## config.mk

```make
export PLATFORM = sky130hd
export DESIGN_NAME = core_mc
export DESIGN_NICKNAME = d
export VERILOG_FILES = /design/src/rtl/core_mc_pkg.sv /design/src/rtl/core_mc_mem_if_timer.sv /design/src/rtl/core_mc.sv
export SDC_FILE = /design/constraint.sdc
export NUM_CORES = 2
export LEC_CHECK = 0
export ABC_CLOCK_PERIOD_IN_PS = 16550
export BUFFER_PORTS_ARGS = -buffer_cell sky130_fd_sc_hd__buf_2
export CAP_MARGIN = 15
export CORE_MARGIN = 1
export CORE_UTILIZATION = 40
export CTS_BUF_LIST = sky130_fd_sc_hd__clkbuf_4 sky130_fd_sc_hd__clkbuf_8
export CTS_CLUSTER_SIZE = 8
export DETAILED_ROUTE_END_ITERATION = 10
export SKIP_LAST_GASP = 1
export SLEW_MARGIN = 20
export SYNTH_ARGS = -nofsm -noshare
export SYNTH_HDL_FRONTEND = slang
export SYNTH_SLANG_ARGS = --single-unit
```

## constraint.sdc

```tcl
create_clock -name clk -period 16.55 [get_ports clk]
set_input_delay 2.4825 -clock clk [delete_from_list [all_inputs] [get_ports clk]]
set_output_delay 2.4825 -clock clk [all_outputs]
set_load 0.01 [all_outputs]
```

## src/rtl/core_mc_pkg.sv

```systemverilog
// core_mc_pkg: shared FSM states, operand-select codes, opcodes and datapath helpers for core_mc
package core_mc_pkg;
  typedef enum logic [2:0] {FETCH, FETCH_WAIT, EXECUTE, MEMORY, MEM_WAIT, WRITE_BACK, TRAP} state_t;
  typedef enum logic [1:0] {ALU_A_PC, ALU_A_ZERO, ALU_A_RS1} alu_a_t;
  typedef enum logic [1:0] {ALU_B_4, ALU_B_IMM, ALU_B_RS2} alu_b_t;
  localparam logic [2:0] BRANCH_EQ = 3'b000, BRANCH_NE = 3'b001, BRANCH_LT = 3'b100;
  localparam logic [2:0] BRANCH_GE = 3'b101, BRANCH_LTU = 3'b110, BRANCH_GEU = 3'b111;
  localparam logic [2:0] MODE_FETCH = 3'b111;
  localparam logic [31:0] MRET = 32'h3020_0073;
  localparam logic [6:0] OP_LUI = 7'b0110111, OP_AUIPC = 7'b0010111, OP_JAL = 7'b1101111;
  localparam logic [6:0] OP_JALR = 7'b1100111, OP_BRANCH = 7'b1100011, OP_LOAD = 7'b0000011;
  localparam logic [6:0] OP_STORE = 7'b0100011, OP_IMM = 7'b0010011, OP_REG = 7'b0110011;

  function automatic logic [31:0] alu(logic [2:0] f3, logic alt, logic [31:0] a, logic [31:0] b);
    case (f3)
      3'b000: return alt ? a - b : a + b;
      3'b001: return a << b[4:0];
      3'b010: return {31'b0, $signed(a) < $signed(b)};
      3'b011: return {31'b0, a < b};
      3'b100: return a ^ b;
      3'b101: return alt ? $signed(a) >>> b[4:0] : a >> b[4:0];
      3'b110: return a | b;
      default: return a & b;
    endcase
  endfunction

  function automatic logic [31:0] load_sext(logic [2:0] f3, logic [1:0] off, logic [31:0] d);
    logic [31:0] s;
    s = d >> {off, 3'b000};
    return f3 == 3'b000 ? {{24{s[7]}}, s[7:0]} :
           f3 == 3'b001 ? {{16{s[15]}}, s[15:0]} :
           f3 == 3'b100 ? {24'b0, s[7:0]} :
           f3 == 3'b101 ? {16'b0, s[15:0]} : s;
  endfunction

  function automatic logic [31:0] save_sext(logic [2:0] f3, logic [1:0] off, logic [31:0] d);
    logic [31:0] m;
    m = f3[1:0] == 2'b00 ? {24'b0, d[7:0]} : f3[1:0] == 2'b01 ? {16'b0, d[15:0]} : d;
    return m << {off, 3'b000};
  endfunction
endpackage

```

## src/rtl/core_mc_mem_if_timer.sv

```systemverilog
// mem_if_timer: per-access wait counter; flags the cycle in which the wait budget runs out
module mem_if_timer #(
  parameter int MEM_TIMEOUT = 255
) (
  input  logic clk,
  input  logic rst,
  input  logic clr_i,
  input  logic busy_i,
  output logic timeout_o
);
  logic [15:0] cnt_q, cnt_d;
  always_comb cnt_d = clr_i ? 16'd0 : busy_i ? cnt_q + 16'd1 : cnt_q;
  always_ff @(posedge clk or posedge rst)
    if (rst) cnt_q <= 16'd0;
    else cnt_q <= cnt_d;
  assign timeout_o = busy_i && cnt_q == 16'(MEM_TIMEOUT - 1);
endmodule

```

## src/rtl/core_mc.sv

```systemverilog
// core_mc: multi-cycle RV32I core with a handshaked memory port, interrupt traps and bus timeouts
module core_mc import core_mc_pkg::*; #(
  parameter int XLEN = 32,
  parameter logic [XLEN-1:0] RESET_VEC = 32'h8000_0000,
  parameter logic [XLEN-1:0] TRAP_VEC = 32'h8000_0100,
  parameter int MEM_TIMEOUT = 255
) (
  input  logic            clk,
  input  logic            rst,
  input  logic            intr,
  output logic            intr_ack,
  output logic            mem_req,
  output logic            mem_wen,
  output logic [2:0]      mem_mode,
  output logic [XLEN-1:0] mem_addr,
  output logic [XLEN-1:0] mem_dat_o,
  input  logic [XLEN-1:0] mem_dat_i,
  input  logic            mem_ready,
  output logic            bus_err,
  output logic [XLEN-1:0] pc_debug
);
  state_t state_q, state_d;
  logic [XLEN-1:0] pc_q, pc_d, mepc_q, mepc_d, inst_q, inst_d, alu_q, alu_d, ld_q, ld_d;
  logic [XLEN-1:0] addr_q, addr_d, dat_q, dat_d;
  logic mie_q, mie_d, taken_q, taken_d, cause_q, cause_d, req_q, req_d, wen_q, wen_d;
  logic [2:0] mode_q, mode_d;
  logic [XLEN-1:0] rf_q [32];
  logic [6:0] opc;
  logic [4:0] rd, rs1, rs2;
  logic [2:0] f3;
  logic [XLEN-1:0] rs1_v, rs2_v, imm, op_a, op_b, alu_res, pc_next;
  alu_a_t sel_a;
  alu_b_t sel_b;
  logic is_arith, wr_en, mem_op, cond, timeout;
  assign opc = inst_q[6:0];
  assign rd = inst_q[11:7];
  assign f3 = inst_q[14:12];
  assign rs1 = inst_q[19:15];
  assign rs2 = inst_q[24:20];
  assign rs1_v = rs1 == 5'd0 ? '0 : rf_q[rs1];
  assign rs2_v = rs2 == 5'd0 ? '0 : rf_q[rs2];
  always_comb begin
    imm = opc == OP_STORE ? {{20{inst_q[31]}}, inst_q[31:25], inst_q[11:7]} :
          opc == OP_BRANCH ? {{19{inst_q[31]}}, inst_q[31], inst_q[7], inst_q[30:25], inst_q[11:8], 1'b0} :
          opc == OP_JAL ? {{11{inst_q[31]}}, inst_q[31], inst_q[19:12], inst_q[20], inst_q[30:21], 1'b0} :
          (opc == OP_LUI || opc == OP_AUIPC) ? {inst_q[31:12], 12'b0} : {{20{inst_q[31]}}, inst_q[31:20]};
    sel_a = (opc == OP_AUIPC || opc == OP_JAL || opc == OP_JALR) ? ALU_A_PC : opc == OP_LUI ? ALU_A_ZERO : ALU_A_RS1;
    sel_b = (opc == OP_JAL || opc == OP_JALR) ? ALU_B_4 : (opc == OP_REG || opc == OP_BRANCH) ? ALU_B_RS2 : ALU_B_IMM;
    op_a = sel_a == ALU_A_PC ? pc_q : sel_a == ALU_A_ZERO ? '0 : rs1_v;
    op_b = sel_b == ALU_B_4 ? XLEN'(4) : sel_b == ALU_B_RS2 ? rs2_v : imm;
    is_arith = opc == OP_IMM || opc == OP_REG;
    // bit 30 selects SUB only for register ops, SRA/SRAI for both forms
    alu_res = alu(is_arith ? f3 : 3'b000, is_arith && inst_q[30] && (opc == OP_REG || f3 == 3'b101), op_a, op_b);
    wr_en = rd != 5'd0 && (is_arith || opc == OP_LUI || opc == OP_AUIPC || opc == OP_JAL || opc == OP_JALR || opc == OP_LOAD);
    mem_op = opc == OP_LOAD || opc == OP_STORE;
    cond = f3 == BRANCH_EQ ? rs1_v == rs2_v : f3 == BRANCH_NE ? rs1_v != rs2_v :
           f3 == BRANCH_LT ? $signed(rs1_v) < $signed(rs2_v) : f3 == BRANCH_GE ? $signed(rs1_v) >= $signed(rs2_v) :
           f3 == BRANCH_LTU ? rs1_v < rs2_v : f3 == BRANCH_GEU ? rs1_v >= rs2_v : 1'b0;
    pc_next = inst_q == MRET ? mepc_q : opc == OP_JALR ? (rs1_v + imm) & ~XLEN'(1) : taken_q ? pc_q + imm : pc_q + XLEN'(4);
  end
  mem_if_timer #(.MEM_TIMEOUT(MEM_TIMEOUT)) u_timer (
    .clk(clk), .rst(rst), .clr_i(state_q == FETCH || state_q == MEMORY),
    .busy_i(req_q && !mem_ready), .timeout_o(timeout)
  );
  always_comb begin
    state_d = state_q; pc_d = pc_q; mepc_d = mepc_q; mie_d = mie_q; inst_d = inst_q;
    alu_d = alu_q; ld_d = ld_q; taken_d = taken_q; cause_d = cause_q;
    req_d = req_q; wen_d = wen_q; mode_d = mode_q; addr_d = addr_q; dat_d = dat_q;
    case (state_q)
      FETCH: begin
        req_d = 1'b1; wen_d = 1'b0; mode_d = MODE_FETCH; addr_d = pc_q; state_d = FETCH_WAIT;
      end
      FETCH_WAIT:
        if (mem_ready) begin
          inst_d = mem_dat_i; req_d = 1'b0; state_d = EXECUTE;
        end else if (timeout) begin
          req_d = 1'b0; cause_d = 1'b1; state_d = TRAP;
        end
      EXECUTE: begin
        alu_d = alu_res; state_d = MEMORY;
      end
      MEMORY: begin
        taken_d = opc == OP_JAL || opc == OP_JALR || (opc == OP_BRANCH && cond);
        req_d = mem_op; wen_d = opc == OP_STORE; mode_d = f3; addr_d = alu_q;
        dat_d = opc == OP_STORE ? save_sext(f3, alu_q[1:0], rs2_v) : '0;
        state_d = mem_op ? MEM_WAIT : WRITE_BACK;
      end
      MEM_WAIT:
        if (mem_ready) begin
          ld_d = load_sext(mode_q, addr_q[1:0], mem_dat_i); req_d = 1'b0; state_d = WRITE_BACK;
        end else if (timeout) begin
          req_d = 1'b0; cause_d = 1'b1; state_d = TRAP;
        end
      WRITE_BACK: begin
        pc_d = pc_next;
        mie_d = inst_q == MRET ? 1'b1 : mie_q;
        cause_d = 1'b0;
        state_d = intr && mie_q ? TRAP : FETCH;
      end
      TRAP: begin
        mepc_d = pc_q; mie_d = 1'b0; pc_d = TRAP_VEC; state_d = FETCH;
      end
      default: state_d = FETCH;
    endcase
  end
  always_ff @(posedge clk or posedge rst)
    if (rst) begin
      state_q <= FETCH; pc_q <= RESET_VEC; mepc_q <= '0; mie_q <= 1'b1; inst_q <= '0;
      alu_q <= '0; ld_q <= '0; taken_q <= 1'b0; cause_q <= 1'b0;
      req_q <= 1'b0; wen_q <= 1'b0; mode_q <= 3'b000; addr_q <= '0; dat_q <= '0;
    end else begin
      state_q <= state_d; pc_q <= pc_d; mepc_q <= mepc_d; mie_q <= mie_d; inst_q <= inst_d;
      alu_q <= alu_d; ld_q <= ld_d; taken_q <= taken_d; cause_q <= cause_d;
      req_q <= req_d; wen_q <= wen_d; mode_q <= mode_d; addr_q <= addr_d; dat_q <= dat_d;
    end
  always_ff @(posedge clk)
    if (state_q == WRITE_BACK && wr_en) rf_q[rd] <= opc == OP_LOAD ? ld_q : alu_q;
  assign mem_req = req_q;
  assign mem_wen = wen_q;
  assign mem_mode = mode_q;
  assign mem_addr = addr_q;
  assign mem_dat_o = dat_q;
  assign pc_debug = pc_q;
  assign bus_err = state_q == TRAP && cause_q;
  assign intr_ack = state_q == TRAP && !cause_q;
endmodule

```

==> flow_metrics.env <==
export IMPL_run_status="finished clean"
export IMPL_maxcap_viol_count=0
export IMPL_reg2reg_start="inst_q[20]$_DFFE_PP0P_"
export IMPL_dieWidth_um=430
export IMPL_worst_r2r_endpoint="alu_q[31]$_DFFE_PP0P_"
export IMPL_synthFlopType="sky130_fd_sc_hd__edfxtp_1"
export IMPL_die_area_sq_mm=0.185
export IMPL_hold_viol_final=0
export IMPL_fin_crit_sh_pct=52.3
export IMPL_design_final_nets=6023
export IMPL_placed_cell_area_sq_mm=0.0766
export IMPL_worst_pin_slew_ps=1300
export IMPL_num_rows=156
export IMPL_fin_worst_hold_slack_ps=470
export IMPL_area_added_between_synthesis_and_finish_pct=10.4
export IMPL_edff_count_synth=1024
export IMPL_fin_skew_ps=100
export IMPL_crit_path_end_kind="flip-flop"
export IMPL_cts_post_setup_buffers_inserted=0
export IMPL_worstPathMaxFanout=88
export IMPL_ys_types=110
export IMPL_die_height_um=430
export IMPL_worstSetupStartpointType="flip-flop"
export IMPL_wire_per_inst_um=34.1
export IMPL_drt_iter0_markers=6914
export IMPL_syn_cell_area_sq_mm=0.0732
export IMPL_detailed_place_hpwl_um=186000
export IMPL_drt_antenna_violating_nets=0
export IMPL_synth_cells=5635
export IMPL_synth_top_cells_by_area="sky130_fd_sc_hd__edfxtp_1 (42%), sky130_fd_sc_hd__mux4_2 (15%), sky130_fd_sc_hd__dfrtp_1 (8.5%)"
export IMPL_synth_async_reset_ratio_pct=19.7
export IMPL_clkLatencyLatePin_ps=1010
export IMPL_yosysWarnings=0
export IMPL_finalSetupViolations=0
export IMPL_critical_path_required_ps=17370
export IMPL_io_buffers=138
export IMPL_worst_setup_path_type="reg -> reg"
export IMPL_worst_r2r_setup_slack_ps=7890
export IMPL_overall_routing_resource_usage_pct=30.2
export IMPL_holdPathStages=2
export IMPL_synth_seq_cells=1275
export IMPL_wire_length_of_the_first_global_routing_pass_um=397000
export IMPL_floorplan_io_pins=139
export IMPL_cts_hold_buf=0
export IMPL_worstPathArrival_ps=9470
export IMPL_timing_hold_worst_class="reg -> reg"
export IMPL_rsz0062_at_grt="false"
export IMPL_drive_above_1_share_pct=24.0
export IMPL_cts_clk_slew_worst_paths_ps=70
export IMPL_ctsLongestPathBuffers=3
export IMPL_worst_hold_startpoint="mem_dat_o[18]$_DFFE_PP0P_"
export IMPL_antenna_found_initial=22
export IMPL_tritoncts_num_buffers=207
export IMPL_post_cts_resize_count=0
export IMPL_hold_path_end="mem_dat_o[18]$_DFFE_PP0P_"
export IMPL_timing_max_slew_rel_slack_pct=13.5
export IMPL_drc=0
export IMPL_maxClockFrequency_ghz=0.116
export IMPL_grt_start_max_net_pins=142
export IMPL_cts_num_sinks=1275
export IMPL_wirelength_um=284000
export IMPL_maxSlewViolCount=0
export IMPL_seq_area_frac_synth_pct=50.6
export IMPL_drt_pre_antenna_iters=6
export IMPL_crit_path_time_final_ps=8660
export IMPL_cts_htree_levels=4
export IMPL_core_region_sq_mm=0.181
export IMPL_grt_pass1_vias=52700
export IMPL_worst_r2r_cell_count=22
export IMPL_number_of_vias_per_cell_after_detailed_routing=6.49
export IMPL_gp_congestion=1.03
export IMPL_initial_core_util_pct=40.4
export IMPL_vias=53900
export IMPL_grt_remaining_overflow=0
export IMPL_clock_tree_from_tritoncts="yes"
export IMPL_synth_largest_area_cell="sky130_fd_sc_hd__edfxtp_1"
export IMPL_final_cell_area_sq_mm=0.0808
export IMPL_synth_avg_cell_area_sq_um=13.0
export IMPL_synth_largest_type_area_fraction_pct=42.0
export IMPL_clk_root_buffer_cell="sky130_fd_sc_hd__clkbuf_8"
export IMPL_tns_ps=0
==> how the worst max path moves through the flow <==
stage / cells after the start / to / start
after global routing: 22 / alu_q[31]$_DFFE_PP0P_ / inst_q[20]$_DFFE_PP0P_
after CTS: 22 / alu_q[31]$_DFFE_PP0P_ / inst_q[20]$_DFFE_PP0P_
after detailed placement: 22 / alu_q[31]$_DFFE_PP0P_ / inst_q[20]$_DFFE_PP0P_
after floorplan: 1 / alu_q[0]$_DFFE_PP0P_ / rst
final: 22 / alu_q[31]$_DFFE_PP0P_ / inst_q[20]$_DFFE_PP0P_
after global placement: 22 / alu_q[31]$_DFFE_PP0P_ / inst_q[20]$_DFFE_PP0P_
==> cell usage in the layout (no fill, tap or decap), drive strengths merged, types with 32 or more instances in the layout <==
master,instances
o221ai,85
nor2,346
mux2i,280
a211oi,46
conb,32
a221oi,62
clkinv,49
buf,305
mux4,495
nor3,64
or3,34
a22o,33
a21oi,348
and3,35
edfxtp,1024
dfrtp,249
clkbuf,288
o21ai,311
nand2,530
xnor2,62
inv,159
ha,195
a21o,82
nand3,74
and2,39
o211ai,47
xor2,46
mux2,176
==> per-stage QoR <==
stage          setup slack, ps  utilization (%)  instances
3_3_place_gp              8130             42.3       7946
5_1_grt                   7460             44.6       8310
4_1_cts                   8090             44.6       8298
2_1_floorplan             7170                -       5666
3_5_place_dp              8110             42.3       7946
6_report                  7890             44.6       8314
==> Yosys cell counts, drive strengths merged (64+ instances only) <==
cell	number
nand3	74
mux2	176
ha	195
dfrtp	249
mux4	495
o21ai	311
buf	161
mux2i	280
o221ai	85
nor2	346
clkbuf	231
a21o	82
nand2	530
a21oi	348
edfxtp	1024
nor3	64
inv	151
==> state kept, by name (all words and copies together) (netlist names), 3 cells and up <==
name	count
inst_q	32
mem_mode	3
ld_q	32
alu_q	32
pc_debug	32
mepc_q	32
mem_dat_o	32
mem_addr	32
u_timer.cnt_q	16
state_q	3
rf_q	1024
==> final cells by class <==
type | count | area (sq um)
fill | 16300 | 100000
sequential | 1275 | 37100
multi-input combinational | 3845 | 34000
clock buffer | 288 | 3530
tap | 2370 | 2970
timing repair buffer | 305 | 2010
clock inverter | 64 | 607
inverter | 154 | 598
antenna | 13 | 32.5
==> metal layers <==
metal | up-vias | GRT usage (%) | part of all wire, %
li1 | 22300 | - | -
met1 | 27700 | 38.6 | 38
met2 | 3188 | 47.8 | 46
met3 | 731 | 6.57 | 9.3
met4 | 6 | 16.3 | 5.9
met5 | - | 0 | 0.013
==> worst max-delay path, cell delays in order, from the launching register on <==
cell                        delay (ps)
sky130_fd_sc_hd__dfrtp_4           850
sky130_fd_sc_hd__buf_4             770
sky130_fd_sc_hd__buf_12            620
sky130_fd_sc_hd__mux4_2            600
sky130_fd_sc_hd__mux4_2            480
sky130_fd_sc_hd__nand2_1           110
sky130_fd_sc_hd__nand2_1           100
sky130_fd_sc_hd__nand2_1           220
sky130_fd_sc_hd__nor2_1             90
sky130_fd_sc_hd__o21ai_0           670
sky130_fd_sc_hd__ha_1              410
sky130_fd_sc_hd__inv_1             150
sky130_fd_sc_hd__a21o_1            220
sky130_fd_sc_hd__a2111oi_0         510
sky130_fd_sc_hd__nand2b_1          130
sky130_fd_sc_hd__o21a_1            260
sky130_fd_sc_hd__a2111o_1          430
sky130_fd_sc_hd__a221oi_2          510
sky130_fd_sc_hd__o31ai_1           150
sky130_fd_sc_hd__or3_1             340
sky130_fd_sc_hd__and4_1            180
sky130_fd_sc_hd__o21ai_0           240
sky130_fd_sc_hd__a21oi_1           130
==> cell families (layout without fill, tap and decap cells) <==
| kind of cell | count (synthesis) | in the layout | synth area share, % |
|---|---|---|---|
| compound gates | 1266 | 1266 | 11.3 |
| xor+xnor | 108 | 108 | 1.29 |
| fa+ha+maj | 199 | 199 | 3.44 |
| buf+inv | 546 | 811 | 3.52 |
| flops | 1275 | 1275 | 50.6 |
| mux | 951 | 951 | 21.8 |
| other cells | 1 | 45 | 0.00513 |
| simple gates | 1289 | 1289 | 8.00 |
Power is not shown: default switching activity piles up to over one toggle a cycle in this logic, so the estimate is an artifact.
